**config.mk**
```make
export PLATFORM = sky130hd
export DESIGN_NAME = mlp_train_sequencer
export DESIGN_NICKNAME = d
export VERILOG_FILES = /design/src/rtl/fixed_point_pkg.sv /design/src/rtl/mlp_train_sequencer_pkg.sv /design/src/rtl/mlp_score_pipe.sv /design/src/rtl/mlp_train_sequencer.sv
export SDC_FILE = /design/constraint.sdc
export NUM_CORES = 1
export LEC_CHECK = 0
export BUFFER_PORTS_ARGS = -buffer_cell sky130_fd_sc_hd__buf_2
export CAP_MARGIN = 20
export CORE_MARGIN = 5
export CORE_UTILIZATION = 30
export DETAILED_ROUTE_END_ITERATION = 16
export GPL_TIMING_DRIVEN = 1
export MAX_ROUTING_LAYER = met4
export PLACE_DENSITY = 0.63
export SLEW_MARGIN = 20
export SYNTH_ARGS = -nofsm -noshare
export SYNTH_HDL_FRONTEND = slang
export SYNTH_HIERARCHICAL = 1
export SYNTH_SLANG_ARGS = --single-unit
```
**constraint.sdc**
```tcl
create_clock -name clk -period 6.03 [get_ports clk]
set_clock_uncertainty 0.15 [all_clocks]
set_input_delay 1.809 -clock clk [delete_from_list [all_inputs] [get_ports clk]]
set_output_delay 1.809 -clock clk [all_outputs]
set_load 0.01 [all_outputs]
```
**src/rtl/fixed_point_pkg.sv**
```systemverilog
// Shared signed fixed-point format (Q7.8) used by the MLP datapath and its sequencer.
package FixedPoint;

  localparam int WIDTH = 16;
  localparam int FRAC  = 8;

  typedef logic signed [WIDTH-1:0] sfp;

  localparam sfp ONE  = sfp'(1 << FRAC);
  localparam sfp HALF = sfp'(1 << (FRAC - 1));

endpackage

```
**src/rtl/mlp_train_sequencer_pkg.sv**
```systemverilog
// Common types for the MLP training sequencer and its scoring pipe.
package mlp_train_sequencer_pkg;

  typedef enum logic [2:0] {
    S_IDLE,
    S_TRAIN,
    S_EVAL,
    S_TEST,
    S_DRAIN,
    S_FINISH
  } seq_state_t;

  typedef enum logic [1:0] {
    PH_TRAIN,
    PH_EVAL,
    PH_TEST
  } seq_phase_t;

  typedef struct packed {
    logic       valid;
    seq_phase_t phase;
  } score_tag_t;

endpackage

```
**src/rtl/mlp_score_pipe.sv**
```systemverilog
// Delays example tags and thresholded targets by LAT cycles so they meet the matching
// MLP prediction, then reports whether every output falls on the same side of HALF.
module mlp_score_pipe
  import FixedPoint::*;
  import mlp_train_sequencer_pkg::*;
#(
  parameter int LAT     = 1,
  parameter int OUTPUTS = 1
) (
  input  logic       clk,
  input  logic       rst,
  input  logic       flush,
  input  logic       issue_valid,
  input  seq_phase_t issue_phase,
  input  sfp         expected   [OUTPUTS],
  input  sfp         prediction [OUTPUTS],
  output logic       score_valid,
  output seq_phase_t score_phase,
  output logic       score_hit
);

  score_tag_t               tag_q    [LAT];
  logic [OUTPUTS-1:0]       exp_bits [LAT];
  logic [OUTPUTS-1:0]       exp_now;

  always_comb begin
    exp_now = '0;
    for (int j = 0; j < OUTPUTS; j++) begin
      exp_now[j] = (expected[j] < HALF);
    end
  end

  // Stage 0 of exp_bits is the registered target; the remaining LAT-1 stages line it up
  // with the prediction, which arrives LAT cycles after the example index changes.
  always_ff @(posedge clk or negedge rst) begin
    if (!rst) begin
      for (int i = 0; i < LAT; i++) begin
        tag_q[i]    <= '0;
        exp_bits[i] <= '0;
      end
    end else begin
      tag_q[0]    <= flush ? score_tag_t'('0) : score_tag_t'{valid: issue_valid, phase: issue_phase};
      exp_bits[0] <= exp_now;
      for (int i = 1; i < LAT; i++) begin
        tag_q[i]    <= flush ? score_tag_t'('0) : tag_q[i-1];
        exp_bits[i] <= exp_bits[i-1];
      end
    end
  end

  always_comb begin
    score_valid = tag_q[LAT-1].valid;
    score_phase = tag_q[LAT-1].phase;
    score_hit   = 1'b1;
    for (int j = 0; j < OUTPUTS; j++) begin
      if ((prediction[j] < HALF) != exp_bits[LAT-1][j]) score_hit = 1'b0;
    end
  end

endmodule

```
**src/rtl/mlp_train_sequencer.sv**
```systemverilog
// Drives an MLP through NUM_EPOCHS training passes and a scored test sweep.
// Define MLP_SEQ_TRAIN_EVAL_EN to add a scored EVAL pass over the training set after every epoch.
module mlp_train_sequencer
  import FixedPoint::*;
  import mlp_train_sequencer_pkg::*;
#(
  parameter int NUM_TRAIN  = 70,
  parameter int NUM_TEST   = 30,
  parameter int NUM_EPOCHS = 100,
  parameter int OUTPUTS    = 1,
  parameter int LAT        = 1,
  localparam int EX_W = $clog2(NUM_TRAIN + NUM_TEST),
  localparam int EP_W = $clog2(NUM_EPOCHS + 1),
  localparam int CO_W = $clog2(NUM_TEST + 1)
) (
  input  logic            clk,
  input  logic            rst,
  input  logic            start,
  input  logic            abort,
  input  sfp              prediction [OUTPUTS],
  input  sfp              expected   [OUTPUTS],
  output logic [EX_W-1:0] example,
  output logic            training,
  output logic            busy,
  output logic [EP_W-1:0] epoch,
  output logic [CO_W-1:0] correct,
`ifdef MLP_SEQ_TRAIN_EVAL_EN
  output logic [$clog2(NUM_TRAIN+1)-1:0] train_correct,
`endif
  output logic            done
);

  localparam int DR_W = $clog2(LAT + 1);
  localparam logic [EX_W-1:0] LAST_TRAIN = EX_W'(NUM_TRAIN - 1);
  localparam logic [EX_W-1:0] FIRST_TEST = EX_W'(NUM_TRAIN);
  localparam logic [EX_W-1:0] LAST_TEST  = EX_W'(NUM_TRAIN + NUM_TEST - 1);

  seq_state_t      state, next_state;
  logic [EX_W-1:0] example_n;
  logic [EP_W-1:0] epoch_n;
  logic [CO_W-1:0] correct_n;
  logic [DR_W-1:0] drain_cnt, drain_n;
  logic            training_n, done_n;
  logic            issue_valid, score_valid, score_hit;
  seq_phase_t      issue_phase, score_phase;
`ifdef MLP_SEQ_TRAIN_EVAL_EN
  logic [$clog2(NUM_TRAIN+1)-1:0] train_correct_n;
`endif

  mlp_score_pipe #(.LAT(LAT), .OUTPUTS(OUTPUTS)) u_score (
    .clk         (clk),
    .rst         (rst),
    .flush       (abort),
    .issue_valid (issue_valid),
    .issue_phase (issue_phase),
    .expected    (expected),
    .prediction  (prediction),
    .score_valid (score_valid),
    .score_phase (score_phase),
    .score_hit   (score_hit)
  );

  always_ff @(posedge clk or negedge rst) begin
    if (!rst) begin
      state     <= S_IDLE;
      example   <= '0;
      training  <= 1'b0;
      busy      <= 1'b0;
      epoch     <= '0;
      correct   <= '0;
      done      <= 1'b0;
      drain_cnt <= '0;
`ifdef MLP_SEQ_TRAIN_EVAL_EN
      train_correct <= '0;
`endif
    end else begin
      state     <= next_state;
      example   <= example_n;
      training  <= training_n;
      busy      <= (next_state != S_IDLE);
      epoch     <= epoch_n;
      correct   <= correct_n;
      done      <= done_n;
      drain_cnt <= drain_n;
`ifdef MLP_SEQ_TRAIN_EVAL_EN
      train_correct <= train_correct_n;
`endif
    end
  end

  // The tag for each issued example is taken from the registered state, so it enters
  // the score pipe on the same edge as the registered target.
  always_comb begin
    next_state  = state;
    example_n   = example;
    training_n  = 1'b0;
    epoch_n     = epoch;
    correct_n   = correct;
    done_n      = 1'b0;
    drain_n     = drain_cnt;
    issue_valid = 1'b0;
    issue_phase = PH_TRAIN;
`ifdef MLP_SEQ_TRAIN_EVAL_EN
    train_correct_n = train_correct;
`endif

    case (state)
      S_TRAIN: begin issue_valid = 1'b1; issue_phase = PH_TRAIN; end
      S_EVAL:  begin issue_valid = 1'b1; issue_phase = PH_EVAL;  end
      S_TEST:  begin issue_valid = 1'b1; issue_phase = PH_TEST;  end
      default: ;
    endcase

    if (score_valid && score_hit && score_phase == PH_TEST && correct < CO_W'(NUM_TEST))
      correct_n = correct + CO_W'(1);
`ifdef MLP_SEQ_TRAIN_EVAL_EN
    if (score_valid && score_hit && score_phase == PH_EVAL &&
        train_correct < ($clog2(NUM_TRAIN+1))'(NUM_TRAIN))
      train_correct_n = train_correct + ($clog2(NUM_TRAIN+1))'(1);
`endif

    case (state)
      S_IDLE: begin
        if (start) begin
          next_state = S_TRAIN;
          example_n  = '0;
          epoch_n    = '0;
          correct_n  = '0;
          training_n = 1'b1;
        end
      end
      S_TRAIN: begin
        if (example == LAST_TRAIN) begin
          epoch_n = epoch + EP_W'(1);
`ifdef MLP_SEQ_TRAIN_EVAL_EN
          next_state      = S_EVAL;
          example_n       = '0;
          train_correct_n = '0;
`else
          if (epoch_n < EP_W'(NUM_EPOCHS)) begin
            example_n  = '0;
            training_n = 1'b1;
          end else begin
            next_state = S_TEST;
            example_n  = FIRST_TEST;
          end
`endif
        end else begin
          example_n  = example + EX_W'(1);
          training_n = 1'b1;
        end
      end
`ifdef MLP_SEQ_TRAIN_EVAL_EN
      S_EVAL: begin
        if (example == LAST_TRAIN) begin
          next_state = S_DRAIN;
          drain_n    = DR_W'(LAT - 1);
        end else begin
          example_n = example + EX_W'(1);
        end
      end
`endif
      S_TEST: begin
        if (example == LAST_TEST) begin
          next_state = S_DRAIN;
          drain_n    = DR_W'(LAT - 1);
        end else begin
          example_n = example + EX_W'(1);
        end
      end
      S_DRAIN: begin
        if (drain_cnt != '0) begin
          drain_n = drain_cnt - DR_W'(1);
        end else begin
`ifdef MLP_SEQ_TRAIN_EVAL_EN
          // A drain holding a training index can only follow an EVAL sweep.
          if (example == LAST_TRAIN) begin
            if (epoch < EP_W'(NUM_EPOCHS)) begin
              next_state = S_TRAIN;
              example_n  = '0;
              training_n = 1'b1;
            end else begin
              next_state = S_TEST;
              example_n  = FIRST_TEST;
            end
          end else begin
            next_state = S_FINISH;
            done_n     = 1'b1;
          end
`else
          next_state = S_FINISH;
          done_n     = 1'b1;
`endif
        end
      end
      S_FINISH: next_state = S_IDLE;
      default:  next_state = S_IDLE;
    endcase

    if (abort) begin
      next_state = S_IDLE;
      example_n  = example;
      training_n = 1'b0;
      done_n     = 1'b0;
      epoch_n    = epoch;
      correct_n  = correct;
`ifdef MLP_SEQ_TRAIN_EVAL_EN
      train_correct_n = train_correct;
`endif
    end
  end

endmodule

```
== Word-level counts from Yosys, hierarchy flattened ==
Cells that the tools add are included.

* Flip-flop bits (word level): 30
* Output and inout bits: 22
* Logic and storage cells: 76

* $add $sub $neg: 4
* $lt $le $gt $ge: 4
* Eq/ne operators: 12
* Mux-type cells: 32
* Bitwise logic cells: 1
* Reduce and logical (&&, ||, !) cells: 12

{| class="wikitable"
|+ Operators by type and width
! cell !! number
|-
| two-way mux 7 bit || 5
|-
| < comparator 16 x 9 -> 1 bit (second input constant) || 2
|-
| two-way mux 3 bit || 7
|-
| case mux 7 bit (3 select lines) || 1
|-
| two-way mux 5 bit || 3
|-
| adder 7 x 1 -> 7 bit (second input constant) || 2
|-
| == test 7 bit (second input constant) || 2
|-
| case mux 7 bit (2 select lines) || 1
|-
| case mux 3 bit (4 select lines) || 1
|-
| two-way mux 1 bit || 11
|-
| inequality test 2 bit (second input constant) || 4
|-
| AND reduction 4 bit || 2
|-
| < comparator 7 bit (second input constant) || 1
|-
| == test 3 x 2 -> 1 bit (second input constant) || 2
|-
| nonzero test 3 bit || 2
|-
| adder 5 x 1 -> 5 bit (second input constant) || 1
|-
| < comparator 5 bit (second input constant) || 1
|-
| case mux 1 bit (2 select lines) || 2
|-
| case mux 2 bit (2 select lines) || 1
|-
| nonzero test 2 bit || 2
|-
| == test 3 x 1 -> 1 bit (second input constant) || 1
|-
| == test 3 bit (second input constant) || 1
|-
| logical AND 1 bit || 3
|-
| logical NOT 3 bit || 1
|-
| other kinds (6) || 6
|}

== Longest topological paths before layout ==
Gate-level depths: netlist of run 1.

* Depth after elaboration: 9
* Mapped depth: 7

== Cells and area by module ==
Netlist of run 1, hierarchy kept.

{| class="wikitable"
|+ Modules (own cells, without submodules)
! module !! times used !! cells an instance !! area each (µm²)
|-
| mlp_train_sequencer || 1 || 163 || 1,496.4
|-
| mlp_score_pipe || 1 || 14 || 171.4
|}

== Least setup slack after synthesis of run 1 ==
OpenSTA, ideal clock, no wires.

* Path kind: in2reg
* Start: input prediction[14] (netlist bit)
* End: register correct[3]
* Library setup time: 77 ps
* Arrival: 2,984 ps
* Data required time: 5,803 ps
* Path slack: 2,818 ps
* Stages: 6
* Path buffers: 0
* Cells stage by stage: nor4_1 a21oi_1 xor2_1 nand3_1 or3_1 a21oi_1

* Word-level cells in the longest chain between the ends: 9

{| class="wikitable"
|+ Ends and longest elaborated chain
! item !! RTL line !! RTL
|-
| start, declared || mlp_train_sequencer.sv:20 || <nowiki>input sfp prediction [OUTPUTS],</nowiki>
|-
| < comparator 16 x 9 -> 1 bit (*) || mlp_score_pipe.sv:56 || <nowiki>if ((prediction[j] < HALF) != exp_bits[LAT-1][j]) score_hit = 1'b0;</nowiki>
|-
| inequality test 1 bit (*) || mlp_score_pipe.sv:56 ||
|-
| two-way mux 1 bit (*) || mlp_score_pipe.sv:56 ||
|-
| named net score_hit || mlp_train_sequencer.sv:44 || <nowiki>logic issue_valid, score_valid, score_hit;</nowiki>
|-
| logical AND 1 bit (*) (3 in a row) || mlp_train_sequencer.sv:114 || <nowiki>if (score_valid && score_hit && score_phase == PH_TEST && correct < CO_W'(NUM_TEST))</nowiki>
|-
| two-way mux 5 bit (*) || mlp_train_sequencer.sv:114 ||
|-
| two-way mux 5 bit || mlp_train_sequencer.sv:124 || <nowiki>if (start) begin</nowiki>
|-
| two-way mux 5 bit (*) || mlp_train_sequencer.sv:122 || <nowiki>case (state)</nowiki>
|-
| end signal, assigned || mlp_train_sequencer.sv:82 || <nowiki>correct <= correct_n;</nowiki>
|-
| end, declared || mlp_train_sequencer.sv:26 || <nowiki>output logic [CO_W-1:0] correct,</nowiki>
|}

Mark *: on every way through the listed nets, which the timed path passes. The rest lies on a longest branch.
A chain may end at the register's enable or synchronous reset.

== Worst setup path in the final report of run 1 ==
* Start: input prediction[10] (netlist bit)
* End: register correct[3]

The elaborated chain is that of the path after synthesis.

==> results.py, run 1 <==
metrics = {
    "status": {
        "status": "finished clean",
    },
    "die": {
        "die_w_um": 84.6,
        "rows": 27,
        "core-area_sq_mm": 0.00544,
        "dieArea_sq_mm": 0.00715,
        "start_util": 0.307,
        "io_pins": 58,
        "die_y_um": 84.6,
    },
    "setup_path": {
        "critPathLaunchType": "input pin",
        "worstPathArrival_ps": 3230,
        "endpoint_kind": "register",
        "slowest_delay_ps": 400,
        "crit_fanout": 6,
        "crit_path_top_delay_cell": "or3_1",
        "crit_top_cell": "a21oi_1",
        "crit_required_ps": 6090,
        "cp_cell_sequence": "buf_2 -> nor4_2 -> a21oi_1 -> xor2_1 -> nand3_1 -> or3_1 -> a21oi_1",
        "critical_path_class": "in -> reg",
    },
    "layout": {
        "seq_area_sq_um": 726,
        "fillCellCount": 570,
        "fin_nets": 263,
        "area_growth_pct": 21.6,
        "final_core_util": 0.373,
        "drive_above_1_share": 0.299,
        "diodes": 0,
        "multiInputGateArea_sq_um": 900,
    },
    "global_routing": {
        "grt_max_degree": 30,
        "gr-total-overflow": 0,
        "grt_use_total": 0.117,
        "grt_pass1_wl_mm": 6.64,
        "antenna_found_initial": 0,
        "grt_pass1_vias": 1401,
    },
    "clock_network": {
        "post_cts_buffers": 0,
        "cts_root_buffer": "clkbuf_8",
        "cts_resized": 0,
        "clk-insertion-delay-late_ps": 280,
        "cts-buffers-inserted": 5,
        "cts.sink_count": 29,
        "cts.htree.levels": 2,
        "holdBufCountCts": 0,
        "cts_tree": "yes",
        "cts.clk_slew.worst_paths_ps": 60,
        "cts_buffer_depth": 2,
    },
    "timing": {
        "setup_viol": 0,
        "hold_violations": 0,
        "fin_crit_sh": 0.526,
        "slew_headroom": 0.556,
        "rsz0062_at_grt": "no",
        "fin_setup_tns_ps": 0,
        "timing.final.crit_period_ps": 3170,
        "hold_slack_ps": 412,
        "tightest_slew_ps": 666,
        "slew_viol_final": 0,
        "setup_slack_ps": 2860,
        "fmax_ghz": 0.315,
    },
    "synth": {
        "synth_edf_count": 0,
        "synth_cell_types": 48,
        "syn-cell-area_sq_mm": 0.00167,
        "synthArstFlopShare": 1.00,
        "syn_inst": 177,
        "synthFlopType": "dfrtp_1",
        "syn_area_per_cell_sq_um": 9.42,
        "syn_nets": 217,
        "ys_seq_elements": 29,
        "yosys_warnings": 6,
        "ys_seq_area_frac": 0.435,
    },
    "placement": {
        "place_ws_ps": 2580,
        "gp_congestion": 0.799,
        "hpwlAfterDp_mm": 2.90,
        "port_buffers": 43,
    },
    "min_path": {
        "holdCritPathClass": "reg -> reg",
    },
    "run": {
        "max_cap_viol_count": 0,
    },
    "detailed_routing": {
        "drtIter0Drc": 88,
        "wl_per_cell_um": 13.3,
        "vias": 1483,
        "antenna_left": 0,
        "via_per_inst": 5.01,
        "first_pass_iters": 4,
        "drc_errors": 0,
        "detail_route.wirelength_mm": 3.92,
    },
    "power_and_ir_drop": {
        "swShare": 0.293,
        "p_seq_frac": 0.498,
        "power.clock.fraction": 0.357,
        "power.density_mw_per_mm2": 217,
        "p_leak_nw": 0.938,
        "p_sw_w": 0.000129,
        "internal_power_w": 0.000311,
        "p_total_w": 0.000439,
        "ir_drop_mv": 0.0878,
        "pwr-share-comb": 0.145,
    },
}
## kinds of logic (layout without fill, tap and decap cells)
group / after synthesis / count (layout) / share of synthesized area
AOI/OAI and AO/OA: 45 / 45 / 0.178
xor gates and xnor gates: 7 / 7 / 0.0368
adders and majority gates: 4 / 4 / 0.0300
buffers and inverters: 7 / 54 / 0.0255
DFF: 29 / 29 / 0.435
and+or+nand+nor: 85 / 85 / 0.295
## worst max-delay path: cells and delay by family
kind                   cells  cell delay, ps
XOR/XNOR                   1             190
AO/OA/AOI/OAI              2             250
AND/OR/NAND/NOR            3             890
buffers and inverters      1             100
## worst paths after layout
check	start	end	slack, ps	cells after the start
min in group asynchronous	rst	example[3]	1410	1
max reg2reg	example[0]	example[2]	3910	6
min reg2reg	epoch[5]	epoch[5]	410	1
min	epoch[5]	epoch[5]	410	1
max in group asynchronous	rst	epoch[2]	3890	1
max	prediction[10]	correct[3]	2860	7
## cells in the final DEF, fill, tap and decap left out, types with 5 or more instances in the layout
cell,count
xnor2_1,5
dfrtp_1,29
o21ai_0,13
clkbuf_8,5
a21oi_1,13
nand3_1,11
buf_2,43
nand2_1,15
nor2b_1,7
nor2_1,18
## stage by stage
| step | cell area, sq um | std cells |
|---|---|---|
| 6_report | 2030 | 296 |
| 4_1_cts | 2030 | 296 |
| 3_3_place_gp | 1940 | 288 |
| 5_1_grt | 2030 | 296 |
| 2_1_floorplan | 1670 | 177 |
| 3_5_place_dp | 1940 | 288 |
## final cells by class
cell class / instances / share of cell area
clock buffers: 5 / 0.0339
clock inverters: 3 / 0.00864
inverters: 3 / 0.00555
multi-input cells: 141 / 0.444
flip-flops and latches: 29 / 0.358
well taps: 72 / 0.0444
repair buffers: 43 / 0.106
## synthesized netlist by cell type (2+ instances only)
cell / number / area share
nand4_1: 3 / 0.011
o31ai_1: 4 / 0.018
or2_2: 3 / 0.011
clkbuf_2: 2 / 0.0060
o21ai_0: 13 / 0.039
a21oi_1: 13 / 0.039
ha_1: 4 / 0.030
xor2_1: 2 / 0.011
dfrtp_1: 29 / 0.44
and4b_1: 2 / 0.012
nor4_1: 3 / 0.011
xnor2_1: 5 / 0.026
a22oi_1: 2 / 0.0090
nor2_1: 18 / 0.041
nand2b_1: 2 / 0.0075
nor3_1: 4 / 0.012
and2_1: 2 / 0.0075
nand2_1: 15 / 0.034
and3_1: 3 / 0.011
nor2b_1: 7 / 0.026
a211oi_1: 2 / 0.0090
nand3_1: 11 / 0.033
inv_1: 3 / 0.0068
## routing by layer
| layer | GRT usage | part of all wire | vias to the layer above |
|---|---|---|---|
| li1 | - | - | 740 |
| met1 | 0.148 | 0.48 | 695 |
| met2 | 0.174 | 0.44 | 41 |
| met3 | 0.0402 | 0.069 | 7 |
| met4 | 0.0432 | 0.017 | 0 |
| met5 | - | 0 | - |
## sequential cells by signal, summed over array words and instances (netlist names)
register / flops
correct: 5
u_score/score_valid: 1
done: 1
epoch: 7
u_score/score_phase: 2
busy: 1
example: 7
state: 3
u_score/exp_bits: 1
training: 1
## power by group through the flow
stage | clock, W | sequential (W) | combinational (W)
after floorplan | 0 | 0.000224 | 0.0000336
after global placement | 0 | 0.000222 | 0.0000636
after detailed placement | 0 | 0.000223 | 0.0000649
after CTS | 0.000165 | 0.000219 | 0.0000651
after global routing | 0.000176 | 0.000222 | 0.0000727
final | 0.000157 | 0.000219 | 0.0000636
Note: power is estimated with default switching activity, not from simulation.
==> run 2: changes to the inputs <==
==> constraint.sdc (replaced) <==
create_clock -name clk -period 3.04 [get_ports clk]
set_clock_uncertainty 0.15 [all_clocks]
set_input_delay 0.912 -clock clk [delete_from_list [all_inputs] [get_ports clk]]
set_output_delay 0.912 -clock clk [all_outputs]
set_load 0.01 [all_outputs]
==> run 2 against run 1 <==
Net effect: hold slack improved by 4.9 ps; power up 99%; sequential share of layout area unchanged; via count shrank 0.47%; critical path depth unchanged; die area unchanged; first-iteration DRC count rose by 19%; register-to-register slack got worse by 3000 ps; global-route usage is 0.12 points higher; largest power group unchanged; combinational power up 97%; design area unchanged; setup slack lost 2100 ps.
==> results.py, run 2 (synthesis gave the netlist of run 1 again) <==
metrics = {
    "status": {
        "status": "finished clean",
    },
    "clock_network": {
        "clk-insertion-delay-late_ps": 280,
        "cts_tree": "yes",
        "cts.htree.levels": 2,
        "holdBufCountCts": 0,
        "cts-buffers-inserted": 5,
        "cts.clk_slew.worst_paths_ps": 70,
        "post_cts_buffers": 0,
        "cts_resized": 0,
        "cts_buffer_depth": 2,
        "cts.sink_count": 29,
        "cts_root_buffer": "clkbuf_8",
    },
    "layout": {
        "layout_common_cells": "43 x buf_2, 29 x dfrtp_1, 18 x nor2_1, 15 x nand2_1",
        "final_common_cell": "buf_2",
        "drive_above_1_share": 0.299,
        "final_core_util": 0.373,
        "largestRegisters": "epoch (7), example (7), correct (5)",
        "area_growth_pct": 21.6,
        "fin_nets": 263,
        "diodes": 0,
    },
    "detailed_routing": {
        "met1Wirelength_mm": 1.83,
        "drc_errors": 0,
        "via_per_inst": 4.99,
        "drtIter0Drc": 105,
        "vias": 1476,
        "met3_length_um": 337,
        "antenna_left": 0,
        "first_pass_iters": 4,
        "route.met2.wl_mm": 1.73,
        "detail_route.wirelength_mm": 3.97,
        "top_layer_used": "met4",
        "wl_per_cell_um": 13.4,
    },
    "setup_path": {
        "critical_path.top_delay_family": "simple AND/OR/NAND/NOR gates",
        "critical_path_class": "in -> reg",
        "r2r_setup_slack_ps": 880,
        "crit_path_top_delay_cell": "or3_1",
        "crit_required_ps": 3100,
        "path_buf_inv": 1,
        "slowest_delay_ps": 400,
        "cp_cell_sequence": "buf_2 -> nor4_1 -> a21oi_1 -> xor2_1 -> nand3_1 -> or3_1 -> a21oi_1",
        "critPathLaunchType": "input pin",
        "crit_top_cell": "a21oi_1",
        "worstPathArrival_ps": 2320,
        "crit_fanout": 6,
        "endpoint_kind": "register",
    },
    "die": {
        "rows": 27,
        "die_y_um": 84.6,
        "dieArea_sq_mm": 0.00715,
        "core-area_sq_mm": 0.00544,
        "io_pins": 58,
        "die_w_um": 84.6,
        "start_util": 0.307,
    },
    "timing": {
        "fmax_ghz": 0.444,
        "slew_headroom": 0.570,
        "slew_viol_final": 0,
        "timing.final.crit_period_ps": 2250,
        "setup_viol": 0,
        "fin_crit_sh": 0.741,
        "rsz0062_at_grt": "no",
        "tightest_slew_ps": 645,
        "fin_setup_tns_ps": 0,
        "hold_violations": 0,
    },
    "min_path": {
        "holdCritPathClass": "reg -> reg",
    },
    "power_and_ir_drop": {
        "ir_drop_mv": 0.180,
        "p_total_w": 0.000875,
        "power.density_mw_per_mm2": 431,
        "p_leak_nw": 0.938,
    },
    "placement": {
        "gp_congestion": 0.803,
        "port_buffers": 43,
        "hpwlAfterDp_mm": 2.84,
    },
    "global_routing": {
        "gr-total-overflow": 0,
        "grt_pass1_wl_mm": 6.69,
        "grt_max_degree": 30,
        "grt_pass1_vias": 1436,
        "antenna_found_initial": 0,
        "grt_use_total": 0.119,
    },
    "run": {
        "max_cap_viol_count": 0,
    },
}
-- run 2: layout make-up --
class,count,area (sq um)
clock buffers,5,68.8
flip-flops and latches,29,726
well taps,72,90.1
inverters,3,11.3
multi-input cells,141,900
repair buffers,43,215
fillers,549,3410
clock inverters,3,17.5
-- run 2: path summary, 6_finish.rpt --
path,from,to,depth (start not counted)
max,prediction[14],correct[3],7
min,epoch[5],epoch[5],1
max reg2reg,example[0],example[2],6
min reg2reg,epoch[5],epoch[5],1
max in group asynchronous,rst,epoch[3],1
min in group asynchronous,rst,example[4],1
-- run 2: routing by layer --
metal / vias to the layer above / global-route usage
li1: 743 / -
met1: 670 / 0.152
met2: 55 / 0.171
met3: 8 / 0.0373
met4: 0 / 0.0518
met5: - / -
-- run 2: through the flow --
stage	std cells	setup WS [ps]	area (sq um)	hold slack, ps
2_1_floorplan	177	725	1670	389
3_3_place_gp	288	511	1940	392
3_5_place_dp	288	481	1940	414
4_1_cts	296	780	2030	423
5_1_grt	296	567	2030	451
6_report	296	787	2030	417
-- run 2: where the power goes --
part | switching [W] | internal (W)
clock network | 0.000158 | 0.000158
logic | 0.0000728 | 0.0000517
registers | 0.0000285 | 0.000406
